$ cat config.mk
export PLATFORM = sky130hd
export DESIGN_NAME = stateful_accum
export DESIGN_NICKNAME = d
export VERILOG_FILES = /design/src/rtl/stateful_pkg.sv /design/src/rtl/stateful_step_counter.sv /design/src/rtl/stateful_accum.sv
export SDC_FILE = /design/constraint.sdc
export NUM_CORES = 1
export LEC_CHECK = 0
export ABC_AREA = 1
export ABC_CLOCK_PERIOD_IN_PS = 3600
export BUFFER_PORTS_ARGS = -buffer_cell sky130_fd_sc_hd__buf_2
export CAP_MARGIN = 10
export CORE_MARGIN = 4
export CORE_UTILIZATION = 50
export CTS_BUF_LIST = sky130_fd_sc_hd__clkbuf_4 sky130_fd_sc_hd__clkbuf_8 sky130_fd_sc_hd__clkbuf_16
export CTS_CLUSTER_DIAMETER = 100
export DETAILED_ROUTE_END_ITERATION = 10
export PLACE_DENSITY = 0.75
export SLEW_MARGIN = 10
export SYNTH_ARGS = -nofsm -noshare
export SYNTH_HDL_FRONTEND = slang
export SYNTH_SLANG_ARGS = --single-unit
$ cat constraint.sdc
create_clock -name clk -period 3.6 [get_ports clk]
set_input_delay 0.72 -clock clk [delete_from_list [all_inputs] [get_ports clk]]
set_output_delay 0.72 -clock clk [all_outputs]
set_load 0.05 [all_outputs]
$ cat src/rtl/stateful_pkg.sv
// Shared types and default parameters for the stateful accumulator.
package stateful_pkg;

  typedef enum logic [0:0] {
    MODE_INDEP   = 1'b0,
    MODE_CASCADE = 1'b1
  } mode_e;

  localparam int DEF_WIDTH    = 4;
  localparam int DEF_CHANNELS = 2;

endpackage

$ cat src/rtl/stateful_step_counter.sv
// One wrapping WIDTH-bit step counter; rst beats clr, clr beats en.
module stateful_step_counter #(
  parameter int WIDTH = stateful_pkg::DEF_WIDTH
) (
  input  logic             clk,
  input  logic             rst,
  input  logic             clr,
  input  logic             en,
  output logic [WIDTH-1:0] s
);

  logic [WIDTH-1:0] s_q;
  logic [WIDTH-1:0] s_d;

  // Next-count selection.
  always_comb begin
    s_d = s_q;
    if (clr) begin
      s_d = '0;
    end else if (en) begin
      s_d = s_q + WIDTH'(1);
    end else begin
      s_d = s_q;
    end
  end

  // Count register with synchronous reset.
  always_ff @(posedge clk) begin
    if (rst) begin
      s_q <= '0;
    end else begin
      s_q <= s_d;
    end
  end

  assign s = s_q;

endmodule

$ cat src/rtl/stateful_accum.sv
// Multi-channel step accumulator with sticky overflow.
// Define STATEFUL_ACCUM_SAT_EN to saturate accumulators on carry-out instead of wrapping.
module stateful_accum
  import stateful_pkg::*;
#(
  parameter int    WIDTH    = DEF_WIDTH,
  parameter int    CHANNELS = DEF_CHANNELS,
  parameter mode_e MODE     = MODE_INDEP
) (
  input  logic                      clk,
  input  logic                      rst,
  input  logic                      en,
  input  logic                      clr,
  output logic [CHANNELS*WIDTH-1:0] cnt,
  output logic [CHANNELS*WIDTH-1:0] step,
  output logic [CHANNELS-1:0]       ovf
);

  logic [WIDTH-1:0]   s_w   [CHANNELS];
  logic [WIDTH-1:0]   src_w [CHANNELS];
  logic [WIDTH-1:0]   a_q   [CHANNELS];
  logic [WIDTH-1:0]   a_d   [CHANNELS];
  logic [CHANNELS-1:0] ovf_q;
  logic [CHANNELS-1:0] ovf_d;

  for (genvar c = 0; c < CHANNELS; c++) begin : g_chan
    stateful_step_counter #(.WIDTH(WIDTH)) u_step (
      .clk (clk),
      .rst (rst),
      .clr (clr),
      .en  (en),
      .s   (s_w[c])
    );

    if (MODE == MODE_CASCADE && c > 0) begin : g_cascade
      logic [WIDTH-1:0] stp_q;
      logic [WIDTH-1:0] stp_d;

      assign src_w[c] = a_q[c-1];

      // Step output remembers the upstream value applied on the last advance.
      always_comb begin
        stp_d = stp_q;
        if (clr) begin
          stp_d = '0;
        end else if (en) begin
          stp_d = src_w[c];
        end else begin
          stp_d = stp_q;
        end
      end

      // Applied-step register.
      always_ff @(posedge clk) begin
        if (rst) begin
          stp_q <= '0;
        end else begin
          stp_q <= stp_d;
        end
      end

      assign step[c*WIDTH +: WIDTH] = stp_q;
    end else begin : g_indep
      assign src_w[c] = s_w[c];
      assign step[c*WIDTH +: WIDTH] = s_w[c];
    end

    assign cnt[c*WIDTH +: WIDTH] = a_q[c];
  end

  // Accumulate at WIDTH+1 bits so the carry-out can flag overflow.
  always_comb begin
    logic [WIDTH:0] sum;
    sum   = '0;
    ovf_d = ovf_q;
    for (int c = 0; c < CHANNELS; c++) begin
      a_d[c] = a_q[c];
      sum    = {1'b0, a_q[c]} + {1'b0, src_w[c]};
      if (clr) begin
        a_d[c]   = '0;
        ovf_d[c] = 1'b0;
      end else if (en) begin
`ifdef STATEFUL_ACCUM_SAT_EN
        if (sum[WIDTH]) begin
          a_d[c] = '1;
        end else begin
          a_d[c] = sum[WIDTH-1:0];
        end
`else
        a_d[c] = sum[WIDTH-1:0];
`endif
        ovf_d[c] = ovf_q[c] | sum[WIDTH];
      end else begin
        a_d[c]   = a_q[c];
        ovf_d[c] = ovf_q[c];
      end
    end
  end

  // Accumulator and sticky overflow registers.
  always_ff @(posedge clk) begin
    if (rst) begin
      for (int c = 0; c < CHANNELS; c++) begin
        a_q[c] <= '0;
      end
      ovf_q <= '0;
    end else begin
      for (int c = 0; c < CHANNELS; c++) begin
        a_q[c] <= a_d[c];
      end
      ovf_q <= ovf_d;
    end
  end

  assign ovf = ovf_q;

endmodule

Word level (Yosys, flattened, before mapping)

Memories as Yosys holds them, arrays and structs flattened.
Cells that the tools add are included.

Register bits: 10
Memory bits (writable): 8
Input bits: 4
Output and inout bits: 18
Logic and storage cells: 22
Memories kept: 1

$add $sub $neg: 4
Muxes and demuxes: 9
Bitwise logic cells: 4
Reductions and logical operators: 1

Memory list:

| name | words | width | rd ports | clocked after memory_dff | wr ports | RTL line             | RTL |
|---|---|---|---|---|---|---|---|
| a_q  | 2     | 4     | 2        | 0                        | 2        | stateful_accum.sv:21 | `logic [WIDTH-1:0] a_q [CHANNELS];` |

Operators by type and width:

| cell                                         | number |
|---|---|
| two-way mux 4 bit                            | 6 |
| adder 4 x 4 -> 5 bit                         | 2 |
| adder 4 x 1 -> 4 bit (second input constant) | 2 |
| bitwise OR 1 bit                             | 4 |
| two-way mux 1 bit                            | 3 |
| OR reduction 2 bit                           | 1 |

Depth between registers and ports, before layout

Gate-level depths: netlist of the first run.

Word-level depth: 4
Depth in mapped cells: 8
Depth with buffers taken out: 8

Cells and area by module

A second synthesis of the first run with hierarchy kept.

Cells, all modules: 129
Area, all modules: 984.7 um2

Modules (own cells, without submodules):

| module                | instances | cells an instance | area an instance (um2) | seq. area each (um2) |
|---|---|---|---|---|
| stateful_accum        | 1         | 85                | 646.9                  | 200.2 |
| stateful_step_counter | 2         | 22                | 168.9                  | 80.1 |

Least setup slack after synthesis of the first run

Ideal clock, no wire load.

Kind: register to register
Start: reg g_chan[1].u_step.s_q[0]
End: mem a_q[0][6] in the netlist's numbering
Setup time: 113 ps
Arrival time: 1640 ps
Data required time: 3487 ps
Setup slack: 1847 ps
Stages on the path, launching flop included: 7
Path buffers: 0
Period minus slack after synthesis: 1753 ps
Cell sequence: dfxtp_1 > ha_1 > inv_1 > fa_1 > xnor2_1 > o21ai_1 > inv_1

RTL lines:

| item                   | RTL line                    | RTL |
|---|---|---|
| start, declared        | stateful_step_counter.sv:12 | `logic [WIDTH-1:0] s_q;` |
| start signal, assigned | stateful_step_counter.sv:30 | `s_q <= '0;` |
| start signal, assigned | stateful_step_counter.sv:32 | `s_q <= s_d;` |
| end, declared          | stateful_accum.sv:21        |  |

Final worst setup path of the first run

Start: reg g_chan[0].u_step.s_q[1]
End: out step[1]

RTL lines:

| item                   | RTL line                    | RTL |
|---|---|---|
| start, declared        | stateful_step_counter.sv:12 |  |
| start signal, assigned | stateful_step_counter.sv:30 |  |
| start signal, assigned | stateful_step_counter.sv:32 |  |
| end, declared          | stateful_accum.sv:15        | `output logic [CHANNELS*WIDTH-1:0] step,` |

No word-level cell between the ends.

==> results by group, run 1 <==
Floorplanning
  – Std-Cell Core Area: 1780 µm²
  – Die width: 52.0 µm
  – Row count: 15
  – Top-level port count: 22
  – DIE AREA: 2700 µm²
  – Vert. Die Dim: 52.0 µm
  – Starting Density: 54.2%

Yosys
  – Ys async rst share: 0%
  – Seq/Total Area, Yosys: 37.3%
  – Synth area leaders: dfxtp_1, ha_1, nand2_1
  – Cell accounting for the most synthesized area: dfxtp_1
  – Synth Register Bits: 18
  – Synth unique cells: 20
  – Syn Nets: 139
  – Ys Warns: 0
  – Cell Area, Synth: 966 µm²
  – Leading register cell type out of synthesis: dfxtp_1
  – Mean Syn Cell Area: 7.85 µm²
  – Top cell type's share of synthesized area: 37.3%
  – EDFF count, synth: 0
  – Mapped Cells: 123
  – Most frequent cell after synthesis: nand2_1
  – Top post-synthesis cells by count: nand2_1, dfxtp_1, a21oi_1, inv_1, nor2_1

Route
  – DRC errors left: 0
  – Final wirelength: 1900 µm
  – Vias: between 800 and 900
  – First-pass detailed-route iteration total: 4
  – DR iter-0 viols: 20
  – Via/cell ratio: 5.00
  – Final ANT Viol Nets: 0
  – Drt wl/cell: 11.2 µm

Clocking
  – Post-CTS setup repair buffer count: 0
  – Hold buffer count at CTS: 0
  – CTS tree: built
  – Worst-Skew Late Latency: 0.29 ns
  – Worst-path clk slew: roughly 0.10 ns
  – Clk sinks: 18
  – Root buf cell: clkbuf_4
  – PostCTS Resize Cnt: 0
  – Cts bufs inserted: 3
  – H-tree depth: 1
  – Buffer depth of the longest clock path: 2

Run status
  – Status: finished, final reports clean

STA
  – Final period util: between 40% and 50%
  – Unrepaired setup endpoints after global routing: false
  – Final Skew: between 0.005 and 0.006 ns
  – Setup tns final: 0 ns
  – Highest clock rate: 564 MHz
  – Max Transition Viols Final: 0
  – Least-Margin Pin Slew: 0.390 ns
  – Slew HR: roughly three quarters
  – Fin. Hold Viols: 0
  – Endpoints failing setup: 0
  – Fin crit period: 1.77 ns

Power
  – Static leakage: 0.000558 µW
  – Total Power: approximately 350 µW
  – P per Cell Area: 321 nW/µm²
  – Worst VDD drop: a little over 0.2 mV

Critical path
  – Crit-path max FO: 6
  – Crit-path max cell delay: between 0.4 and 0.5 ns
  – Startpoint Class: register
  – Worst endpoint required time: 2.88 ns
  – Critical path, cell by cell: buf_2
  – CP max-delay cell: dfxtp_1
  – CP top delay family: flip-flops
  – Crit end category: output port
  – Worst EP arrival: 1.05 ns
  – Buf+Inv Stages, Crit Path: 1
  – Crit Path Class: register to output port

Placement
  – DP Wirelength: roughly 1400 µm
  – Buffers added on ports: 21
  – Placer congestion estimate: slightly below 0.8

Final layout
  – Layout fillers: 168
  – Area growth syn-to-layout: 13.3%
  – Sequential Area: roughly 360 µm²
  – Multi-input gate area: 523 µm²
  – Layout cells sized above 1: 19.4%
  – Final net count: 162
  – # diodes: 0

Worst hold path
  – Worst Hold Class: register to register

Global route
  – GR Overflow Total: 0
  – Antenna violations before repair: 0
  – Pin count of the biggest net entering global routing: 25
  – Vias in the first global route: between 700 and 800
  – Gr usage total: 15.8%
  – First-pass GRT wire length: 3170 µm

Flow run
  – Max Cap Viol: 0
[path summary, 6_finish.rpt]
path | slack, ns | cells after the start | start | to
worst min register to register | 0.46 | 2 | ovf[1]$_SDFFE_PP0P_ | ovf[1]$_SDFFE_PP0P_
worst min-delay path | 0.46 | 2 | ovf[1]$_SDFFE_PP0P_ | ovf[1]$_SDFFE_PP0P_
worst max-delay path | 1.83 | 1 | g_chan[0].u_step.s[1]$_SDFFE_PP0P_ | step[1]
worst max register to register | 2.09 | 6 | g_chan[1].u_step.s[0]$_SDFFE_PP0P_ | ovf[1]$_SDFFE_PP0P_
[final cells by class]
class / instances / share of cell area (%)
multi-input cells: 88 / 47.8
well taps: 25 / 2.86
repair buffers: 21 / 9.60
inverters: 14 / 4.80
clock buffers: 3 / 2.06
flip-flops and latches: 18 / 32.9
[metrics by stage]
step / util, % / hold slack (ns) / cells / area (µm²) / setup WS, ns
floorplan: - / 0.665 / 123 / 966 / 1.85
global placement: 60.1 / 0.437 / 166 / 1070 / 2.02
detailed placement: 60.1 / 0.449 / 166 / 1070 / 1.96
CTS: 61.4 / 0.465 / 169 / 1090 / 1.81
global route: 61.4 / 0.492 / 169 / 1090 / 1.78
finish: 61.4 / 0.464 / 169 / 1090 / 1.83
[power breakdown]
group	switching (µW)	total, µW	internal (µW)
Combinational	32.9	45.4	12.5
Sequential	4.63	208	203
Clock	59.0	97.8	38.9
[kinds of logic (layout without fill, tap and decap cells)]
group           count (synthesis)  count (layout)  synth area share [%]
buf+inv                        17              38                  8.55
simple gates                   50              50                  22.4
flops                          18              18                  37.3
fa+ha+maj                      12              12                  17.1
compound gates                 23              23                  11.9
xor+xnor                        3               3                  2.72
[routing by layer]
layer	GRT usage [%]	up-vias	part of all wire, %
li1	-	445	-
met1	20.0	371	49
met2	24.3	25	44
met3	2.58	4	5.1
met4	10.9	0	1.6
met5	0	-	0
[cell usage in the layout, fill, tap and decap left out]
| cell | count |
|---|---|
| nand3_1 | 8 |
| nor2_2 | 1 |
| nor3_2 | 1 |
| inv_1 | 13 |
| dfxtp_1 | 18 |
| clkbuf_4 | 3 |
| buf_2 | 21 |
| ha_1 | 10 |
| nor2_1 | 13 |
| a21oi_1 | 15 |
| xnor2_1 | 1 |
| nand4_1 | 1 |
| inv_2 | 1 |
| or2_1 | 1 |
| xor2_1 | 2 |
| fa_1 | 2 |
| o21ai_1 | 1 |
| or2_4 | 1 |
| nand2_1 | 24 |
| o21ai_0 | 7 |
[sequential cells by signal (all words and copies together), names as in the netlist]
register and flops:
ovf 2, a_q 8, g_chan.u_step.s 8
Note: power is estimated with default switching activity, not from simulation.
==> inputs of run 2 (changes only) <==
--- a/config.mk
+++ b/config.mk
@@ -6,7 +6,7 @@
 export NUM_CORES = 1
 export LEC_CHECK = 0
 export ABC_AREA = 1
-export ABC_CLOCK_PERIOD_IN_PS = 3600
+export ABC_CLOCK_PERIOD_IN_PS = 1700
 export BUFFER_PORTS_ARGS = -buffer_cell sky130_fd_sc_hd__buf_2
 export CAP_MARGIN = 10
 export CORE_MARGIN = 4
==> constraint.sdc (replaced) <==
create_clock -name clk -period 1.7 [get_ports clk]
set_input_delay 0.34 -clock clk [delete_from_list [all_inputs] [get_ports clk]]
set_output_delay 0.34 -clock clk [all_outputs]
set_load 0.05 [all_outputs]
==> results by group, run 2 (synthesized netlist as in run 1, its figures left out) <==
Floorplanning
  – Vert. Die Dim: 52.0 µm
  – Starting Density: 54.2%
  – DIE AREA: about 2700 µm²
  – Std-Cell Core Area: 1780 µm²
  – Row count: 15
  – Top-level port count: 22
  – Die width: 52.0 µm

Clocking
  – Root buf cell: clkbuf_4
  – Worst-Skew Late Latency: 0.28 ns
  – Hold buffer count at CTS: 0
  – Cts bufs inserted: 3
  – Worst-path clk slew: 0.10 ns
  – PostCTS Resize Cnt: 0
  – Buffer depth of the longest clock path: 2
  – CTS tree: built
  – H-tree depth: 1
  – Post-CTS setup repair buffer count: 0
  – Clk sinks: 18

Final layout
  – Most common cell after layout, fill and taps aside: nand2_1
  – Area growth syn-to-layout: 14.2%
  – Non-Filler Instances: 170
  – Final net count: ~160
  – # diodes: 0
  – Commonest cells after routing, fill and taps aside: nand2_1, buf_2, dfxtp_1
  – Layout cells sized above 1: 20.7%
  – Layout fillers: 169

STA
  – Slew HR: 83.9%
  – Final Skew: 0.00399 ns
  – Max Transition Viols Final: 0
  – Least-Margin Pin Slew: 0.241 ns
  – Unrepaired setup endpoints after global routing: false
  – Highest clock rate: 679 MHz
  – Setup tns final: 0 ns
  – Worst Hold Slack: a little under 0.4 ns
  – Final period util: between 80 and 90%
  – Fin crit period: 1.47 ns
  – Fin. Hold Viols: 0
  – Final worst setup slack: 0.226 ns
  – Endpoints failing setup: 0

Placement
  – DP Wirelength: 1500 µm
  – Buffers added on ports: 21
  – Placer congestion estimate: approximately 0.82
  – Worst slack after detailed placement: 0.251 ns
  – Post-Place Cells: 167

Global route
  – GR Overflow Total: 0
  – Antenna violations before repair: 0
  – First-pass GRT wire length: about 3300 µm
  – Vias in the first global route: 800
  – Gr usage total: 16.1%
  – Pin count of the biggest net entering global routing: 15

Critical path
  – Worst endpoint required time: 1.88 ns
  – Crit-path max FO: 6
  – Crit end category: register
  – Crit Path Class: register to register
  – Worst EP arrival: between 1.5 and 2 ns
  – Startpoint Class: register

Route
  – First-pass detailed-route iteration total: 4
  – DR iter-0 viols: 4
  – Final wirelength: 1880 µm
  – DRC errors left: 0
  – Final ANT Viol Nets: 0
  – Vias: 815
  – Via/cell ratio: 4.79
  – Drt wl/cell: 11.1 µm

Power
  – Total Power: 740 µW
  – Static leakage: 0.000563 µW
  – Worst VDD drop: 0.469 mV
  – P per Cell Area: 670 nW/µm²

Flow run
  – Max Cap Viol: 0

Worst hold path
  – Worst Hold Class: input port to register

Run status
  – Status: finished, final reports clean
-- run 2: power breakdown --
| group | internal [µW] | switching (µW) | total, µW | leakage, µW |
|---|---|---|---|---|
| clock network | 82.1 | 120 | 202 | 0.0000138 |
| registers | 430 | 9.27 | 440 | 0.000146 |
| logic | 28.0 | 69.8 | 97.8 | 0.000403 |
| total | 541 | 199 | 740 | 0.000563 |
-- run 2: path summary, 6_finish.rpt --
path	slack, ns	from	cells after the start	endpoint
worst max-delay path	0.23	g_chan[0].u_step.s[0]$_SDFFE_PP0P_	5	a_q[0][2]$_SDFFE_PP0P_
worst min-delay path	0.40	en	2	a_q[0][5]$_SDFFE_PP0P_
worst max register to register	0.23	g_chan[0].u_step.s[0]$_SDFFE_PP0P_	5	a_q[0][2]$_SDFFE_PP0P_
worst min register to register	0.47	g_chan[1].u_step.s[0]$_SDFFE_PP0P_	1	g_chan[1].u_step.s[0]$_SDFFE_PP0P_
-- run 2: critical path, stage by stage, from the launching register on --
cell	delay, ns
dfxtp_1	0.37
ha_1	0.23
fa_1	0.41
xor2_1	0.16
o21ai_0	0.14
inv_1	0.05
-- run 2: cell type report --
class / count / area (µm²) / area share [%]
clock buffers: 3 / 22.5 / 2.04
inverters: 14 / 52.6 / 4.76
multi-input cells: 88 / 523 / 47.4
flip-flops and latches: 18 / 362 / 32.8
well taps: 25 / 31.3 / 2.83
repair buffers: 22 / 113 / 10.2
-- run 2: per-stage QoR --
step                util, %  cell area [µm²]
CTS                    61.9             1100
detailed placement     60.6             1080
finish                 61.9             1100
global route           61.9             1100
global placement       60.6             1080
floorplan                 -              967
-- run 2: layer usage --
layer | vias to the layer above | GRT usage, % | share of wire (%)
met3 | 2 | 2.87 | 3.9
met1 | 353 | 19.9 | 48
met5 | - | 0 | 0
met4 | 0 | 6.55 | 1.0
met2 | 14 | 27.2 | 47
li1 | 446 | - | -
